==> src/rtl/mpc_alu_exec_pkg.sv <==
// Shared ALU-op encodings and execute-unit types.
// The `ALU_* macros are shared with the ID-stage ALU-op decoder. The package mirrors them as
// typed constants for the execute unit and its bench.
// No ports: this file holds only definitions.

`ifndef MPC_ALU_DEFINES
`define MPC_ALU_DEFINES
`define ALU_OP_WIDTH 5
`define ALU_INT_ADD  5'h00
`define ALU_INT_SUB  5'h01
`define ALU_INT_AND  5'h02
`define ALU_INT_SLT  5'h03
`define ALU_INT_MUL  5'h04
`define ALU_INT_DIV  5'h05
`define ALU_SFP_ADD  5'h08
`define ALU_SFP_MUL  5'h09
`define ALU_SFP_DIV  5'h0A
`define ALU_SFP_CMP  5'h0B
`define ALU_SYS_NOP  5'h1F
`define MPC_EX_IDLE  2'd0
`define MPC_EX_ITER  2'd1
`define MPC_EX_FIX   2'd2
`endif

package mpc_alu_exec_pkg;

  localparam int unsigned AluOpWidth = `ALU_OP_WIDTH;

  typedef logic [AluOpWidth-1:0] aluOp_t;

  localparam aluOp_t AluIntAdd = `ALU_INT_ADD;
  localparam aluOp_t AluIntSub = `ALU_INT_SUB;
  localparam aluOp_t AluIntAnd = `ALU_INT_AND;
  localparam aluOp_t AluIntSlt = `ALU_INT_SLT;
  localparam aluOp_t AluIntMul = `ALU_INT_MUL;
  localparam aluOp_t AluIntDiv = `ALU_INT_DIV;
  localparam aluOp_t AluSfpAdd = `ALU_SFP_ADD;
  localparam aluOp_t AluSfpMul = `ALU_SFP_MUL;
  localparam aluOp_t AluSfpDiv = `ALU_SFP_DIV;
  localparam aluOp_t AluSfpCmp = `ALU_SFP_CMP;
  localparam aluOp_t AluSysNop = `ALU_SYS_NOP;

  typedef enum logic [1:0] {
    StIdle = `MPC_EX_IDLE,
    StIter = `MPC_EX_ITER,
    StFix  = `MPC_EX_FIX
  } exState_e;

endpackage

==> src/rtl/mpc_muldiv_iter.sv <==
// Unsigned iterative multiplier / divider, one bit per clock edge for DATA_W edges.
// Ports:
//   clk, resetn      clock, asynchronous active-low reset
//   iStart           load operands and begin (ignored while iAbort is high)
//   iAbort           drop any in-flight operation
//   iDiv             0: shift-add multiply, 1: restoring divide
//   iOpA, iOpB       unsigned multiplicand/multiplier or dividend/divisor
//   oBusy            iterating
//   oDone            high during the cycle whose closing edge performs the last step
//   oHi, oLo         MUL {high, low} product; DIV remainder, quotient

module mpc_muldiv_iter #(
  parameter int unsigned DATA_W = 32,
  parameter int unsigned CNT_W  = 6
) (
  input  logic              clk,
  input  logic              resetn,
  input  logic              iStart,
  input  logic              iAbort,
  input  logic              iDiv,
  input  logic [DATA_W-1:0] iOpA,
  input  logic [DATA_W-1:0] iOpB,
  output logic              oBusy,
  output logic              oDone,
  output logic [DATA_W-1:0] oHi,
  output logic [DATA_W-1:0] oLo
);

  localparam logic [CNT_W-1:0] LastCnt = CNT_W'(DATA_W - 1);

  logic [DATA_W-1:0] hiQ, hiD, loQ, loD, bQ, bD;
  logic [CNT_W-1:0]  cntQ, cntD;
  logic              busyQ, busyD, divQ, divD;

  logic [DATA_W:0]   mulSum;
  logic [DATA_W:0]   divShift;
  logic [DATA_W:0]   divDiff;

  assign mulSum   = {1'b0, hiQ} + {1'b0, bQ};
  assign divShift = {hiQ, loQ[DATA_W-1]};
  // Partial remainder stays below the divisor, so a borrow shows up in the top bit.
  assign divDiff  = divShift - {1'b0, bQ};

  always_comb begin
    hiD   = hiQ;
    loD   = loQ;
    bD    = bQ;
    cntD  = cntQ;
    busyD = busyQ;
    divD  = divQ;
    if (iAbort) begin
      busyD = 1'b0;
    end else if (iStart) begin
      hiD   = '0;
      loD   = iOpA;
      bD    = iOpB;
      divD  = iDiv;
      cntD  = '0;
      busyD = 1'b1;
    end else if (busyQ) begin
      if (divQ) begin
        loD = {loQ[DATA_W-2:0], ~divDiff[DATA_W]};
        hiD = divDiff[DATA_W] ? divShift[DATA_W-1:0] : divDiff[DATA_W-1:0];
      end else if (loQ[0]) begin
        {hiD, loD} = {mulSum, loQ[DATA_W-1:1]};
      end else begin
        {hiD, loD} = {1'b0, hiQ, loQ[DATA_W-1:1]};
      end
      cntD = cntQ + 1'b1;
      if (cntQ == LastCnt) begin
        busyD = 1'b0;
      end
    end
  end

  always_ff @(posedge clk or negedge resetn) begin
    if (!resetn) begin
      hiQ   <= '0;
      loQ   <= '0;
      bQ    <= '0;
      cntQ  <= '0;
      busyQ <= 1'b0;
      divQ  <= 1'b0;
    end else begin
      hiQ   <= hiD;
      loQ   <= loD;
      bQ    <= bD;
      cntQ  <= cntD;
      busyQ <= busyD;
      divQ  <= divD;
    end
  end

  assign oBusy = busyQ;
  assign oDone = busyQ & ~iAbort & (cntQ == LastCnt);
  assign oHi   = hiQ;
  assign oLo   = loQ;

endmodule

==> src/rtl/mpc_alu_exec.sv <==
// Integer execute unit. ADD/SUB/AND/SLT/NOP finish one cycle after acceptance. MUL/DIV
// iterate in mpc_muldiv_iter on magnitudes, and signs are applied in the FIX state.
// SFP and unknown codes complete at once with oUnsupported.
// Ports:
//   clk, resetn             clock, asynchronous active-low reset
//   iValid / oReady         request handshake; oReady is high only in IDLE
//   iFlush                  cancel in-flight op, block acceptance this cycle
//   iALUOperation           op code
//   iImmediate, iImm        operand B = sign-extended iImm when iImmediate
//   iSign                   signed semantics
//   iOpA, iOpB              register operands
//   oDone                   1-cycle result strobe
//   oResult, oHi            result low word / MUL high word or DIV remainder
//   oOverflow, oDivZero, oUnsupported   flags, valid only with oDone

module mpc_alu_exec
  import mpc_alu_exec_pkg::*;
#(
  parameter int unsigned DATA_W = 32,
  parameter int unsigned IMM_W  = 16,
  parameter int unsigned CNT_W  = 6
) (
  input  logic              clk,
  input  logic              resetn,
  input  logic              iValid,
  output logic              oReady,
  input  logic              iFlush,
  input  aluOp_t            iALUOperation,
  input  logic              iImmediate,
  input  logic              iSign,
  input  logic [DATA_W-1:0] iOpA,
  input  logic [DATA_W-1:0] iOpB,
  input  logic [IMM_W-1:0]  iImm,
  output logic              oDone,
  output logic [DATA_W-1:0] oResult,
  output logic [DATA_W-1:0] oHi,
  output logic              oOverflow,
  output logic              oDivZero,
  output logic              oUnsupported
);

  exState_e          stateQ, stateD;
  logic [DATA_W-1:0] resultQ, resultD, hiQ, hiD;
  logic              doneQ, doneD, ovfQ, ovfD, dzQ, dzD, unsQ, unsD;
  logic              negLoQ, negLoD, negHiQ, negHiD, opDivQ, opDivD;

  logic [DATA_W-1:0]   opB, absA, absB, sum, diff;
  logic                sA, sB, accept, sltBit, iterStart;
  logic                iterBusy, iterDone;
  logic [DATA_W-1:0]   iterHi, iterLo;
  logic [2*DATA_W-1:0] prod;

  assign opB    = iImmediate ? {{(DATA_W - IMM_W){iImm[IMM_W-1]}}, iImm} : iOpB;
  assign sA     = iSign & iOpA[DATA_W-1];
  assign sB     = iSign & opB[DATA_W-1];
  assign absA   = sA ? (~iOpA + 1'b1) : iOpA;
  assign absB   = sB ? (~opB + 1'b1) : opB;
  assign sum    = iOpA + opB;
  assign diff   = iOpA - opB;
  assign sltBit = iSign ? ($signed(iOpA) < $signed(opB)) : (iOpA < opB);
  assign accept = iValid & (stateQ == StIdle) & ~iFlush;
  assign prod   = {iterHi, iterLo};

  mpc_muldiv_iter #(
    .DATA_W (DATA_W),
    .CNT_W  (CNT_W)
  ) uIter (
    .clk    (clk),
    .resetn (resetn),
    .iStart (iterStart),
    .iAbort (iFlush),
    .iDiv   (iALUOperation == AluIntDiv),
    .iOpA   (absA),
    .iOpB   (absB),
    .oBusy  (iterBusy),
    .oDone  (iterDone),
    .oHi    (iterHi),
    .oLo    (iterLo)
  );

  always_comb begin
    stateD    = stateQ;
    resultD   = resultQ;
    hiD       = hiQ;
    doneD     = 1'b0;
    ovfD      = 1'b0;
    dzD       = 1'b0;
    unsD      = 1'b0;
    negLoD    = negLoQ;
    negHiD    = negHiQ;
    opDivD    = opDivQ;
    iterStart = 1'b0;
    unique case (stateQ)
      StIdle: begin
        if (accept) begin
          doneD   = 1'b1;
          resultD = '0;
          hiD     = '0;
          case (iALUOperation)
            AluIntAdd: begin
              resultD = sum;
              ovfD    = iSign & (iOpA[DATA_W-1] == opB[DATA_W-1])
                        & (sum[DATA_W-1] != iOpA[DATA_W-1]);
            end
            AluIntSub: begin
              resultD = diff;
              ovfD    = iSign & (iOpA[DATA_W-1] != opB[DATA_W-1])
                        & (diff[DATA_W-1] != iOpA[DATA_W-1]);
            end
            AluIntAnd: resultD = iOpA & opB;
            AluIntSlt: resultD = {{(DATA_W - 1){1'b0}}, sltBit};
            AluIntMul: begin
              doneD     = 1'b0;
              resultD   = resultQ;
              hiD       = hiQ;
              iterStart = 1'b1;
              negLoD    = sA ^ sB;
              opDivD    = 1'b0;
              stateD    = StIter;
            end
            AluIntDiv: begin
              if (opB == '0) begin
                dzD     = 1'b1;
                resultD = '1;
                hiD     = iOpA;
              end else begin
                doneD     = 1'b0;
                resultD   = resultQ;
                hiD       = hiQ;
                iterStart = 1'b1;
                negLoD    = sA ^ sB;
                negHiD    = sA;
                opDivD    = 1'b1;
                stateD    = StIter;
              end
            end
            AluSysNop: ;
            default:   unsD = 1'b1;
          endcase
        end
      end
      StIter: begin
        // Leaving on !iterBusy is defensive; the iterator is busy for the whole ITER stay.
        if (iFlush || !iterBusy) begin
          stateD = StIdle;
        end else if (iterDone) begin
          stateD = StFix;
        end
      end
      StFix: begin
        stateD = StIdle;
        if (!iFlush) begin
          doneD = 1'b1;
          if (opDivQ) begin
            resultD = negLoQ ? (~iterLo + 1'b1) : iterLo;
            hiD     = negHiQ ? (~iterHi + 1'b1) : iterHi;
          end else begin
            {hiD, resultD} = negLoQ ? (~prod + 1'b1) : prod;
          end
        end
      end
      default: stateD = StIdle;
    endcase
  end

  always_ff @(posedge clk or negedge resetn) begin
    if (!resetn) begin
      stateQ  <= StIdle;
      resultQ <= '0;
      hiQ     <= '0;
      doneQ   <= 1'b0;
      ovfQ    <= 1'b0;
      dzQ     <= 1'b0;
      unsQ    <= 1'b0;
      negLoQ  <= 1'b0;
      negHiQ  <= 1'b0;
      opDivQ  <= 1'b0;
    end else begin
      stateQ  <= stateD;
      resultQ <= resultD;
      hiQ     <= hiD;
      doneQ   <= doneD;
      ovfQ    <= ovfD;
      dzQ     <= dzD;
      unsQ    <= unsD;
      negLoQ  <= negLoD;
      negHiQ  <= negHiD;
      opDivQ  <= opDivD;
    end
  end

  assign oReady       = (stateQ == StIdle);
  assign oDone        = doneQ;
  assign oResult      = resultQ;
  assign oHi          = hiQ;
  assign oOverflow    = ovfQ;
  assign oDivZero     = dzQ;
  assign oUnsupported = unsQ;

endmodule

==> config.mk <==
export PLATFORM = sky130hd
export DESIGN_NAME = mpc_alu_exec
export DESIGN_NICKNAME = d
export VERILOG_FILES = /design/src/rtl/mpc_alu_exec_pkg.sv /design/src/rtl/mpc_muldiv_iter.sv /design/src/rtl/mpc_alu_exec.sv
export SDC_FILE = /design/constraint.sdc
export NUM_CORES = 1
export LEC_CHECK = 0
export ABC_AREA = 1
export CAP_MARGIN = 0
export CELL_PAD_IN_SITES_DETAIL_PLACEMENT = 0
export CELL_PAD_IN_SITES_GLOBAL_PLACEMENT = 1
export CORE_UTILIZATION = 26
export CTS_CLUSTER_SIZE = 25
export DETAILED_ROUTE_END_ITERATION = 6
export DONT_BUFFER_PORTS = 1
export PLACE_DENSITY_LB_ADDON = 0.1
export SYNTH_ARGS = -nofsm -noshare
export SYNTH_HDL_FRONTEND = slang
export SYNTH_SLANG_ARGS = --single-unit
==> constraint.sdc <==
create_clock -name clk -period 2.8 [get_ports clk]
set_input_delay 0.56 -clock clk [delete_from_list [all_inputs] [get_ports clk]]
set_output_delay 0.56 -clock clk [all_outputs]
set_load 0.01 [all_outputs]
==> impl_metrics.csv <==
group,metric,value,unit
global_routing,grt_pass1_wl,199000,um
min_path,holdCritPathClass,"in2async",
die,die_area,92600,sq um
route,drc_errors,0,
route,wl,139000,um
timing,worstMarginPinSlew,694,ps
layout,multi_input_area,16400,sq um
timing,tns,0,ps
place,numPortBuffers,0,
timing,setup_ws,113,ps
run_status,outcome,"finished with violations",
route,drt_iter0_drc,2498,
layout,fillCellCount,10500,
synth,syn_area_per_cell,5.57,sq um
global_routing,grt_max_degree,178,
timing,fmax,372,MHz
layout,drive_above_1_share,14.5,%
die,coreArea,90300,sq um
synth,synth_edf_count,0,
run_status,violations,"negative hold slack",
worst_setup_path,end_kind,"flop",
global_routing,track_usage,29.5,%
pwr,power_density,681,nW/um^2
die,die_h,304,um
synth,async_reset_ff_share,100,%
route,routedWlPerCell,23.7,um
clocking,clk_latency,510,ps
synth,synthCells,4269,
timing,hold_viol,177,
timing,finalCritPeriodShare,96.0,%
synth,syn_nets,4497,
worst_setup_path,slowest_delay,400,ps
worst_setup_path,required,3200,ps
place,dp_slack,-278,ps
layout,layout.nets,4897,
synth,syn-cell-area,23800,sq um
die,die_width,304,um
timing,finalSetupViolCount,0,
clocking,clk_pin_slew,80,ps
route,vias,29000,
synth,synth_top_flop_cell,"dfrtp_1",
worst_setup_path,critPathLaunchType,"flop",
timing,slew_violations,0,
global_routing,antenna_found_initial,4,
layout,synthToLayoutAreaGrowth,23.8,%
timing,hold_slack,-249,ps
clocking,numCtsBuffers,17,
clocking,cts.sinks,177,
worst_setup_path,critPathMaxFanout,4,
synth,yosys_warnings,0,
die,ios,160,
pwr,peakVddDrop,385,uV
timing,maxSlewHeadroom,53.7,%
worst_setup_path,worstPathArrival,3090,ps
flow_run,timing.max_cap.violations,0,
route,viasPerCell,4.94,
place,dpl.hpwl,117000,um
timing,skew,17.5,ps
clocking,root_buffer,"clkbuf_16",
worst_setup_path,crit_slowest_cell,"dfrtp_1",
synth,ys_seq_area_share,18.6,%
route,ant_nets,0,
worst_setup_path,crit_chain,"buf_4 -> nor3_1 -> buf_4 -> nand2_1 -> nor2_1 -> buf_4 -> inv_1 -> nor2_1 -> buf_4 -> nand4_1 -> nand2_1 -> nand3_1 -> nand2_1 -> nand3_1 -> nand2_2 -> nand2_1",
clocking,htreeDepth,4,
timing,rsz0062_at_grt,"false",
timing,fin_crit,2690,ps
clocking,cts_buffer_depth,2,
layout,final-seq-area,4430,sq um
layout,stdcell_count,5860,
place,placedCellCount,5826,
synth,ys_types,50,
synth,ys_ff_latch,177,
die,start_util,26.3,%
global_routing,grt_pass1_vias,28200,
die,rows,110,
layout,fin_area,29400,sq um
clocking,cts_tree,"built",
place,dpl_cell_area,28800,sq um
place,place.gp.congestion,0.949,
pwr,p_leak,15.8,nW
route,drtPass1Iterations,6,
global_routing,globalRouteOverflowTotal,0,
clocking,cts_setup_buffers,0,
worst_setup_path,path_class,"reg2reg",
-- power breakdown --
part | switching, W | internal (W) | total (W)
sequential | 0.000844 | 0.00308 | 0.00392
clock | 0.00141 | 0.00121 | 0.00261
combinational | 0.00878 | 0.00474 | 0.0135
total | 0.0110 | 0.00903 | 0.0201
-- sequential cells by signal, summed over array words and instances, names as in the netlist, 2 cells and up --
signal and count:
uIter.bQ 32, uIter.cntQ 6, uIter.oHi 32, oResult 32
uIter.oLo 32, stateQ 2, oHi 32
-- placed cells by master, fill, tap and decap left out, types with 14 or more instances in the layout --
master     netlist  layout
nand2_1       1441    1436
inv_1          594     593
buf_4            7     507
nor2_1         436     430
nand3_1        410     407
a21oi_1        248     246
o21ai_0        246     242
dfrtp_1        177     175
ha_1           133     133
xor2_1          72      72
nand4_1         66      66
nor3_1          42      42
a21oi_2         24      25
buf_12           0      20
nand2_2         15      19
nand3b_1        19      19
o22ai_1         19      19
o211ai_1        18      18
clkbuf_16        0      17
or2_2           14      14
-- layout make-up --
cell class / count / area share (%)
antenna: 2 / 0.0170
clock buffer: 18 / 1.49
clock inverter: 14 / 0.459
inverter: 613 / 7.83
multi-input combinational: 3333 / 55.8
sequential: 177 / 15.1
tap: 1176 / 5.00
timing repair buffer: 527 / 14.3
-- stage by stage --
stage          total power (W)  utilization [%]
6_report                0.0201             32.6
5_1_grt                 0.0216             32.6
4_1_cts                 0.0199             32.5
3_5_place_dp            0.0173             31.9
3_3_place_gp            0.0173             31.9
2_1_floorplan           0.0115                -
-- path summary, 6_finish.rpt --
path | cells past startpoint | slack, ps | from | to
worst max-delay path | 16 | 110 | uIter.oLo[1] | oHi[31]
worst min-delay path | 0 | -250 | resetn | oHi[18]
worst max register to register | 16 | 110 | uIter.oLo[1] | oHi[31]
worst min register to register | 2 | 530 | uIter.cntQ[5] | uIter.cntQ[5]
max in group asynchronous | 0 | 2790 | resetn | uIter.bQ[15]
min in group clk | 1 | 140 | iALUOperation[0] | oUnsupported
-- critical path, delay by kind of cell (launching register included) --
kind / cells / cell delay, ps
flip-flops: 1 / 400
buffers and inverters: 5 / 740
AND/OR/NAND/NOR: 11 / 1420
-- Yosys cell counts (6+ instances only) --
cell	count	area, sq um
xor2_1	72	631
a22oi_1	11	82.6
a21oi_1	248	1240
nand2_4	7	78.8
buf_1	6	22.5
ha_1	133	1660
clkbuf_1	100	375
buf_6	8	90.1
o21ai_0	246	1230
o21bai_1	10	75.1
and3_1	6	37.5
nand3b_1	19	143
nor2_1	436	1640
o21ai_2	9	78.8
nand3_1	410	2050
xnor2_1	9	78.8
and2_1	9	56.3
a21oi_2	24	210
buf_4	7	52.6
or2_2	14	87.6
inv_1	594	2230
o211ai_1	18	135
o2111ai_1	6	52.6
nand2_1	1441	5410
buf_2	25	125
clkinv_1	6	22.5
nand4_1	66	413
a31oi_1	8	50.1
o21ai_1	8	40.0
inv_2	11	41.3
nor3_1	42	210
nor4_1	9	56.3
dfrtp_1	177	4430
o22ai_1	19	119
nand2_2	15	93.8
-- repair_timing --
item | in CTS | in global routing
resized for setup | 0 | 20
endpoints found under the hold margin | 177 | 177
setup endpoints to repair | 0 | 39
-- kinds of logic after synthesis --
logic type	share of synthesized area, %
compound gates	14.7
xor+xnor	2.99
fa+ha+maj	7.34
buf+inv	12.5
flops	18.6
mux	0.0421
simple gates	43.8
-- metal layers --
metal / up-vias / part of all wire, % / track usage [%]
li1: 14400 / - / -
met1: 13700 / 45 / 38.9
met2: 717 / 46 / 49.2
met3: 130 / 4.4 / 3.31
met4: 4 / 3.9 / 11.5
met5: - / 0.016 / 0
(Power assumes the default switching activity.)
